## src/rtl/spi_master_rx.sv

```systemverilog
// SPI master receive datapath: samples MISO or quad lines on rx_edge,
// assembles 32-bit words and pushes them out over valid/ready.
module spi_master_rx (
    input  logic        clk,
    input  logic        rstn,
    input  logic        en,
    input  logic        rx_edge,
    output logic        rx_done,
    input  logic        sdi0,
    input  logic        sdi1,
    input  logic        sdi2,
    input  logic        sdi3,
    input  logic        en_quad_in,
    input  logic [15:0] counter_in,
    input  logic        counter_in_upd,
    output logic [31:0] data,
    output logic        data_valid,
    input  logic        data_ready,
    output logic        clk_en_o
);

    typedef enum logic [1:0] {
        IDLE,
        RECEIVE,
        WAIT_FIFO,
        WAIT_FIFO_DONE
    } state_e;

    state_e      state_q, state_d;
    logic [15:0] counter_q, counter_d;
    logic [15:0] counter_trgt_q, counter_trgt_d;
    logic [31:0] data_int_q, data_int_d;
    logic [31:0] data_int_next;
    logic        reg_done;

    assign reg_done = en_quad_in ? (counter_q[2:0] == 3'd7)
                                 : (counter_q[4:0] == 5'd31);

    assign data_int_next = en_quad_in
        ? {data_int_q[27:0], sdi3, sdi2, sdi1, sdi0}
        : {data_int_q[30:0], sdi1};

    assign rx_done = rx_edge && (state_q == RECEIVE)
                  && (counter_q == counter_trgt_q - 16'd1);

    // Target is in edges: quad mode moves four bits per edge
    always_comb begin
        counter_trgt_d = counter_trgt_q;
        if (counter_in_upd)
            counter_trgt_d = en_quad_in ? (counter_in >> 2) : counter_in;
    end

    always_comb begin
        state_d    = state_q;
        counter_d  = counter_q;
        data_int_d = data_int_q;
        data_valid = 1'b0;
        clk_en_o   = 1'b0;
        data       = 32'h0;
        case (state_q)
            IDLE: begin
                if (en) begin
                    data_int_d = 32'h0;
                    counter_d  = 16'h0;
                    state_d    = RECEIVE;
                end
            end
            RECEIVE: begin
                clk_en_o = 1'b1;
                data     = data_int_next;
                if (rx_edge) begin
                    counter_d  = counter_q + 16'd1;
                    data_int_d = data_int_next;
                    if (rx_done) begin
                        data_valid = 1'b1;
                        counter_d  = 16'h0;
                        clk_en_o   = 1'b0;
                        state_d    = data_ready ? IDLE : WAIT_FIFO_DONE;
                    end else if (reg_done) begin
                        data_valid = 1'b1;
                        if (data_ready) begin
                            data_int_d = 32'h0;
                        end else begin
                            clk_en_o = 1'b0;
                            state_d  = WAIT_FIFO;
                        end
                    end
                end
            end
            WAIT_FIFO: begin
                data_valid = 1'b1;
                data       = data_int_q;
                if (data_ready) begin
                    data_int_d = 32'h0;
                    state_d    = RECEIVE;
                end
            end
            WAIT_FIFO_DONE: begin
                data_valid = 1'b1;
                data       = data_int_q;
                if (data_ready)
                    state_d = IDLE;
            end
            default: state_d = IDLE;
        endcase
    end

    always_ff @(posedge clk or negedge rstn) begin
        if (!rstn) begin
            state_q        <= IDLE;
            counter_q      <= 16'h0;
            counter_trgt_q <= 16'd8;
            data_int_q     <= 32'h0;
        end else begin
            state_q        <= state_d;
            counter_q      <= counter_d;
            counter_trgt_q <= counter_trgt_d;
            data_int_q     <= data_int_d;
        end
    end

endmodule

```

## config.mk

```make
export PLATFORM = sky130hd
export DESIGN_NAME = spi_master_rx
export DESIGN_NICKNAME = d
export VERILOG_FILES = /design/src/rtl/spi_master_rx.sv
export SDC_FILE = /design/constraint.sdc
export NUM_CORES = 1
export LEC_CHECK = 0
export ABC_AREA = 1
export CAP_MARGIN = 30
export CORE_UTILIZATION = 62
export CTS_BUF_LIST = sky130_fd_sc_hd__clkbuf_4
export DETAILED_ROUTE_END_ITERATION = 7
export GPL_TIMING_DRIVEN = 0
export PLACE_DENSITY = 0.89
export REMOVE_ABC_BUFFERS = 1
export SYNTH_ARGS = -nofsm -noshare
export SYNTH_HDL_FRONTEND = slang
export SYNTH_SLANG_ARGS = --single-unit
```

## constraint.sdc

```tcl
create_clock -name clk -period 4.8 [get_ports clk]
set_clock_uncertainty 0.15 [all_clocks]
set_input_delay 0.96 -clock clk [delete_from_list [all_inputs] [get_ports clk]]
set_output_delay 0.96 -clock clk [all_outputs]
set_load 0.02 [all_outputs]
```

==> impl_metrics.toml, run 1 <==
[place]
post-dp-hpwl_um = 7830
dp_slack_ns = -0.0216
placed_cells_incl_taps = 783
numPortBuffers = 61
gp_routability_congestion = 0.917

[cts]
postCtsSetupBuffers = 0
tritoncts.num_buffers = 9
clockRootBuffer = "clkbuf_4"
worst_skew_pair.late_latency_ns = 0.43
clock_tree.htree_level_count = 3
clkSinkCount = 66
tritoncts = "done"
clk_pin_slew_ns = 0.12
cts.path.max_buffers = 2
hold_buffers = 0

[floorplanning]
floorplan.die.height_um = 87.3
die_width_um = 87.3
initial_core_util_pct = 65.3
ios = 62
rows = 30
coreArea_sq_mm = 0.00691
full_die_area_sq_mm = 0.00762

[worst_setup_path]
critPathSlowestCell = "dlygate4sd2_1"
worst-setup-path-type = "in2out"
end_kind = "output port"
path_delay_family = "buffers and inverters"
cp_max_fo = 40
max_stage_delay_ns = 0.69
arrival_ns = 3.50
crit_path_cell_trace = "dlygate4sd2_1, inv_2, buf_16, a21oi_1, o21ai_0, o21ai_0, clkdlybuf4s50_1"
cp.buffers_inverters = 4
critPathLaunchType = "primary input"
critical_path_required_ns = 3.69
critical-path-top-cell-by-count = "o21ai_0"

[logic_synthesis]
largest_cells_by_area_after_synthesis = "dfrtp_1 (36%), nand2_1 (11%), o21ai_0 (9.9%), inv_1 (7.3%), nor2_1 (6.7%)"
ys_warn_count = 0
syn-cell-area_sq_mm = 0.00451
yosysUniqueCellTypes = 32
postSynth.topFlopCell = "dfrtp_1"
synthCells = 655
postSynthAreaPerCell_sq_um = 6.89
seq_area_frac_synth_pct = 36.6
synth_seq_cells = 66
number_of_enable_type_register_cells_in_the_synthesized_netlist = 0
synthDominantCellAreaShare_pct = 36.0
netlist.top_cell.by_area = "dfrtp_1"
synth-async-reset-ratio_pct = 100

[route]
route.detailed.vias_per_inst = 5.61
via_count = 4479
detail_route.wl_per_cell_um = 14.2
route.antenna.remaining_nets = 0
detailedRoute.firstIterationViolations = 301
postRouteWirelength_um = 11300
drt_pass1_iterations = 5
final_routed_drc_violation_total = 0

[grt]
grt-ovfl-total = 0
grt_util_met3_pct = 6.35
grt_pass1_vias = 4268
met2_usage_pct = 55.3
grt_util_all_layers_pct = 32.0
largest_net_degree_at_the_start_of_global_routing = 67
global_route_wire_length_before_repair_um = 19000
antenna_found_initial = 0
globalRouteMet1Util_pct = 38.9
global_route.peak_usage_layer = "met2"

[finish]
fin_nets = 729
layout-drive-gt1-share_pct = 6.12
area_growth_syn_to_layout_pct = 17.1
instances_no_fill = 799
antenna_cells_inserted = 0

[timing]
clock.fmax_ghz = 0.217
finalCriticalPeriod_ns = 4.61
pins_over_their_slew_limit = 0
setup_repair_after_global_routing_missed_its_margin = "no"
setup-violations-final = 0
finalHoldViolations = 0
holdWs_ns = 0.381
tcrit_tclk_final_pct = 96.0
worst_rel_slew_slack_pct = 37.6
worst-slew-pin-transition_ns = 0.933
final.setup.worst_slack_ns = 0.194

[run]
number_of_max_cap_violations = 0

[worst_hold_path]
hold_path_class = "reg2reg"

[pwr]
power.density_cell_area_mw_per_mm2 = 425
irDropWorstVdd_mv = 0.299
power.total_mw = 2.24
leakage_nw = 2.37

[outcome]
status = "complete, no violations"
==> report_power, final <==
| part | leakage (nW) | switching (mW) | internal (mW) |
|---|---|---|---|
| sequential | 0.869 | 0.0995 | 0.697 |
| combinational | 1.42 | 0.655 | 0.366 |
| clock | 0.0838 | 0.214 | 0.214 |
==> layer usage <==
| layer | routed length, um | vias up |
|---|---|---|
| li1 | - | 2212 |
| met1 | 4730 | 2064 |
| met2 | 5550 | 172 |
| met3 | 749 | 31 |
| met4 | 295 | 0 |
| met5 | 0 | - |
==> worst register-to-register path, cell delays in order (launching register included) <==
cell and delay [ns]:
dfrtp_1 0.47, clkinv_2 0.41, nand2_4 0.44, inv_1 0.36
nand2_1 0.22, nand3_1 0.18, a21oi_4 0.75, inv_2 0.50
nor2_1 0.21, nand2_1 0.08, o21ai_1 0.10
==> registers in the layout, indices dropped and copies added, names as in the netlist <==
name	cells
data_int_q	32
counter_q	16
counter_trgt_q	16
state_q	2
==> cells in the final DEF, fill, tap and decap left out, types with 4 or more instances in the layout <==
cell type        count
inv_1               87
dfrtp_1             65
nor2_1              81
xnor2_1             11
nand4_1              5
ha_1                 4
o22ai_1             21
nor2_2               6
a21oi_1             25
o21ai_0             89
xor2_1              13
o211ai_1            10
clkbuf_4            10
nand3_1             24
o21ai_1             30
clkdlybuf4s50_1     59
nand2_1            128
==> stage by stage <==
step                      setup TNS (ns)  util [%]  area (sq um)
after floorplan                        0         -          4360
after global placement            -40.42      73.7          5090
after detailed placement         -0.0216      74.3          5130
after CTS                              0      76.5          5280
after global routing                   0      76.5          5290
final                                  0      76.5          5290
==> worst paths after layout <==
check | slack, ns | end | cells after the start | from
max in group asynchronous | 3.47 | data_int_q[10] | 1 | rstn
max | 0.19 | data[22] | 7 | en_quad_in
min in group asynchronous | 0.46 | counter_trgt_q[15] | 1 | rstn
min | 0.38 | data_int_q[31] | 2 | data_int_q[31]
max reg2reg | 0.86 | data_int_q[13] | 10 | state_q[1]
min reg2reg | 0.38 | data_int_q[31] | 2 | data_int_q[31]
==> area by class of cell <==
cell class	instances	area (sq um)
Multi-Input combinational cell	468	2380
Tap cell	96	120
Inverter	91	343
Sequential cell	66	1650
Clock inverter	6	81.3
Timing Repair Buffer	62	634
Clock buffer	10	75.1
Fill cell	550	1620
==> cells in the mapped netlist (3+ instances only) <==
master    number
ha_1           4
nor2_1        81
nand2_1      128
inv_1         88
buf_8          3
dfrtp_1       65
xnor2_1       11
nand2_4        3
o21ai_1       30
buf_2          3
xor2_1        13
nand2_2        3
nand4_1        5
a21oi_1       26
clkbuf_1      23
inv_2          3
o22ai_1       21
nor2_2         6
o211ai_1      10
nand3_1       24
o21ai_0       89
==> timing repair <==
item                       in CTS  in global routing
gates resized for setup         1                  1
setup endpoints to repair       1                  1
gates cloned                    0                  0
==> kinds of logic (layout without fill, tap and decap cells) <==
| logic type | count (synthesis) | in the layout | synth area share (%) |
|---|---|---|---|
| xor+xnor | 24 | 24 | 4.66 |
| compound gates | 177 | 177 | 20.8 |
| fa+ha+maj | 4 | 4 | 1.11 |
| simple gates | 263 | 263 | 25.9 |
| buf+inv | 121 | 169 | 10.9 |
| flops | 66 | 66 | 36.6 |
No activity file was read; power rests on OpenSTA's default activity.
==> run 2, diff against run 1 <==
--- a/config.mk
+++ b/config.mk
@@ -13,6 +13,7 @@
 export GPL_TIMING_DRIVEN = 0
 export PLACE_DENSITY = 0.89
 export REMOVE_ABC_BUFFERS = 1
+export SKIP_CTS_REPAIR_TIMING = 1
 export SYNTH_ARGS = -nofsm -noshare
 export SYNTH_HDL_FRONTEND = slang
 export SYNTH_SLANG_ARGS = --single-unit
==> run 2 against run 1 <==
Compared with the run above: first-iteration DRC count unchanged; combinational power about the same; highest routed layer unchanged; count of clock-buffer cells in the layout unchanged; setup slack improved by 0.089 ns; sequential cell count unchanged; core utilization increased by 0.054 points; critical path depth increased by 7; fmax increased by 2.0%; register-to-register slack about the same.
==> impl_metrics.toml, run 2 (synthesis results as in run 1) <==
[outcome]
status = "complete, no violations"

[cts]
clk_pin_slew_ns = 0.12
clockRootBuffer = "clkbuf_4"
cts.path.max_buffers = 2
clock_tree.htree_level_count = 3
tritoncts.num_buffers = 9
tritoncts = "done"
worst_skew_pair.late_latency_ns = 0.43
clkSinkCount = 66

[grt]
largest_net_degree_at_the_start_of_global_routing = 67
grt_pass1_vias = 4268
grt-ovfl-total = 0
antenna_found_initial = 0
global_route_wire_length_before_repair_um = 19000
grt_util_all_layers_pct = 32.0

[finish]
reg_top3 = "data_int_q: 32 flops, counter_q: 16 flops, counter_trgt_q: 16 flops"
fin_nets = 729
max_flop_register = "data_int_q"
fin_area_sq_mm = 0.00529
final_common_cell = "nand2_1"
largest_reg_flops = 32
finish.utilization_pct = 76.6
most-common-layout-cells = "nand2_1 (128), o21ai_0 (89), inv_1 (87)"
antenna_cells_inserted = 0
n_fill_cell = 550
layout-drive-gt1-share_pct = 6.12
area_growth_syn_to_layout_pct = 17.2

[worst_setup_path]
critPathSlowestCell = "clkdlybuf4s50_1"
end_kind = "output port"
cp.buffers_inverters = 3
worst-r2r-setup-slack_ns = 0.86
critical_path_required_ns = 3.69
worst-setup-path-type = "reg2out"
critical-path-top-cell-by-count = "nand2_1"
critical_path.startpoint = "state_q[1]"
crit_path_cell_trace = "clkinv_2, nand2_4, nor2_8, nand2_1, nor2_1, nand2_1, nor2_1, nand3_1, nor2_2, nand2_4, inv_1, o21ai_0, nand2_1, clkdlybuf4s50_1"
path_delay_family = "simple AND/OR/NAND/NOR gates"
arrival_ns = 3.41
max_stage_delay_ns = 0.64
worst_r2r_startpoint = "state_q[1]"
cp_max_fo = 35
critPathLaunchType = "flip-flop"

[timing]
setup-violations-final = 0
setup_repair_after_global_routing_missed_its_margin = "no"
worst_rel_slew_slack_pct = 37.6
finalHoldViolations = 0
finalCriticalPeriod_ns = 4.52
clock.fmax_ghz = 0.221
holdWs_ns = 0.381
totalNegativeSetupSlack_ns = 0
pins_over_their_slew_limit = 0
tcrit_tclk_final_pct = 94.1
worst-slew-pin-transition_ns = 0.933

[floorplanning]
initial_core_util_pct = 65.3
coreArea_sq_mm = 0.00691
die_width_um = 87.3
rows = 30
floorplan.die.height_um = 87.3
ios = 62
full_die_area_sq_mm = 0.00762

[route]
detail_route.wl_per_cell_um = 14.2
drt_pass1_iterations = 5
route.antenna.remaining_nets = 0
route.detailed.vias_per_inst = 5.60
detailedRoute.firstIterationViolations = 301
postRouteWirelength_um = 11300
final_routed_drc_violation_total = 0
via_count = 4477

[worst_hold_path]
hold_path_class = "reg2reg"
worst_hold_startpoint = "data_int_q[31]"

[run]
number_of_max_cap_violations = 0

[place]
post-dp-hpwl_um = 7830
place_area_sq_mm = 0.00513
gp_routability_congestion = 0.917
numPortBuffers = 61

[pwr]
leakage_nw = 2.38
power.density_cell_area_mw_per_mm2 = 424
irDropWorstVdd_mv = 0.299
run 2: report_power, final:
| part | internal (mW) | switching [mW] |
|---|---|---|
| registers | 0.697 | 0.0995 |
| clock network | 0.214 | 0.214 |
| logic | 0.366 | 0.655 |
| total | 1.28 | 0.968 |
run 2: worst paths after layout:
kind                                       to  cells past startpoint
min in group asynchronous  counter_trgt_q[15]                      1
max                                data_valid                     14
min reg2reg                    data_int_q[31]                      2
max reg2reg                    data_int_q[13]                     10
max in group asynchronous      data_int_q[10]                      1
min                            data_int_q[31]                      2
run 2: layer usage:
metal,up-vias,share of wire [%],global-route usage [%]
met5,-,0,0
met4,0,2.6,13.3
met3,31,6.6,6.35
met2,172,49,55.3
met1,2062,42,38.9
li1,2212,-,-
run 2: worst register-to-register path: stages (launching register included):
cell and delay (ns):
dfrtp_1 0.47, clkinv_2 0.41, nand2_4 0.44, inv_1 0.36
nand2_1 0.22, nand3_1 0.18, a21oi_4 0.75, inv_2 0.50
nor2_1 0.21, nand2_1 0.08, o21ai_1 0.10
run 2: area by class of cell:
type	instances	area, sq um	area share (%)
flip-flops and latches	66	1650	31.3
multi-input cells	468	2380	45.0
repair buffers	62	638	12.1
well taps	96	120	2.27
clock buffers	10	75.1	1.42
inverters	91	343	6.48
clock inverters	6	81.3	1.54
run 2: metrics by stage:
| stage | setup slack, ns | cells | power, mW |
|---|---|---|---|
| after detailed placement | -0.0216 | 783 | 1.81 |
| after floorplan | 1.18 | 625 | 1.42 |
| final | 0.283 | 799 | 2.24 |
| after global placement | -0.817 | 782 | 1.76 |
| after CTS | -0.0170 | 799 | 2.23 |
| after global routing | 0.105 | 799 | 2.40 |
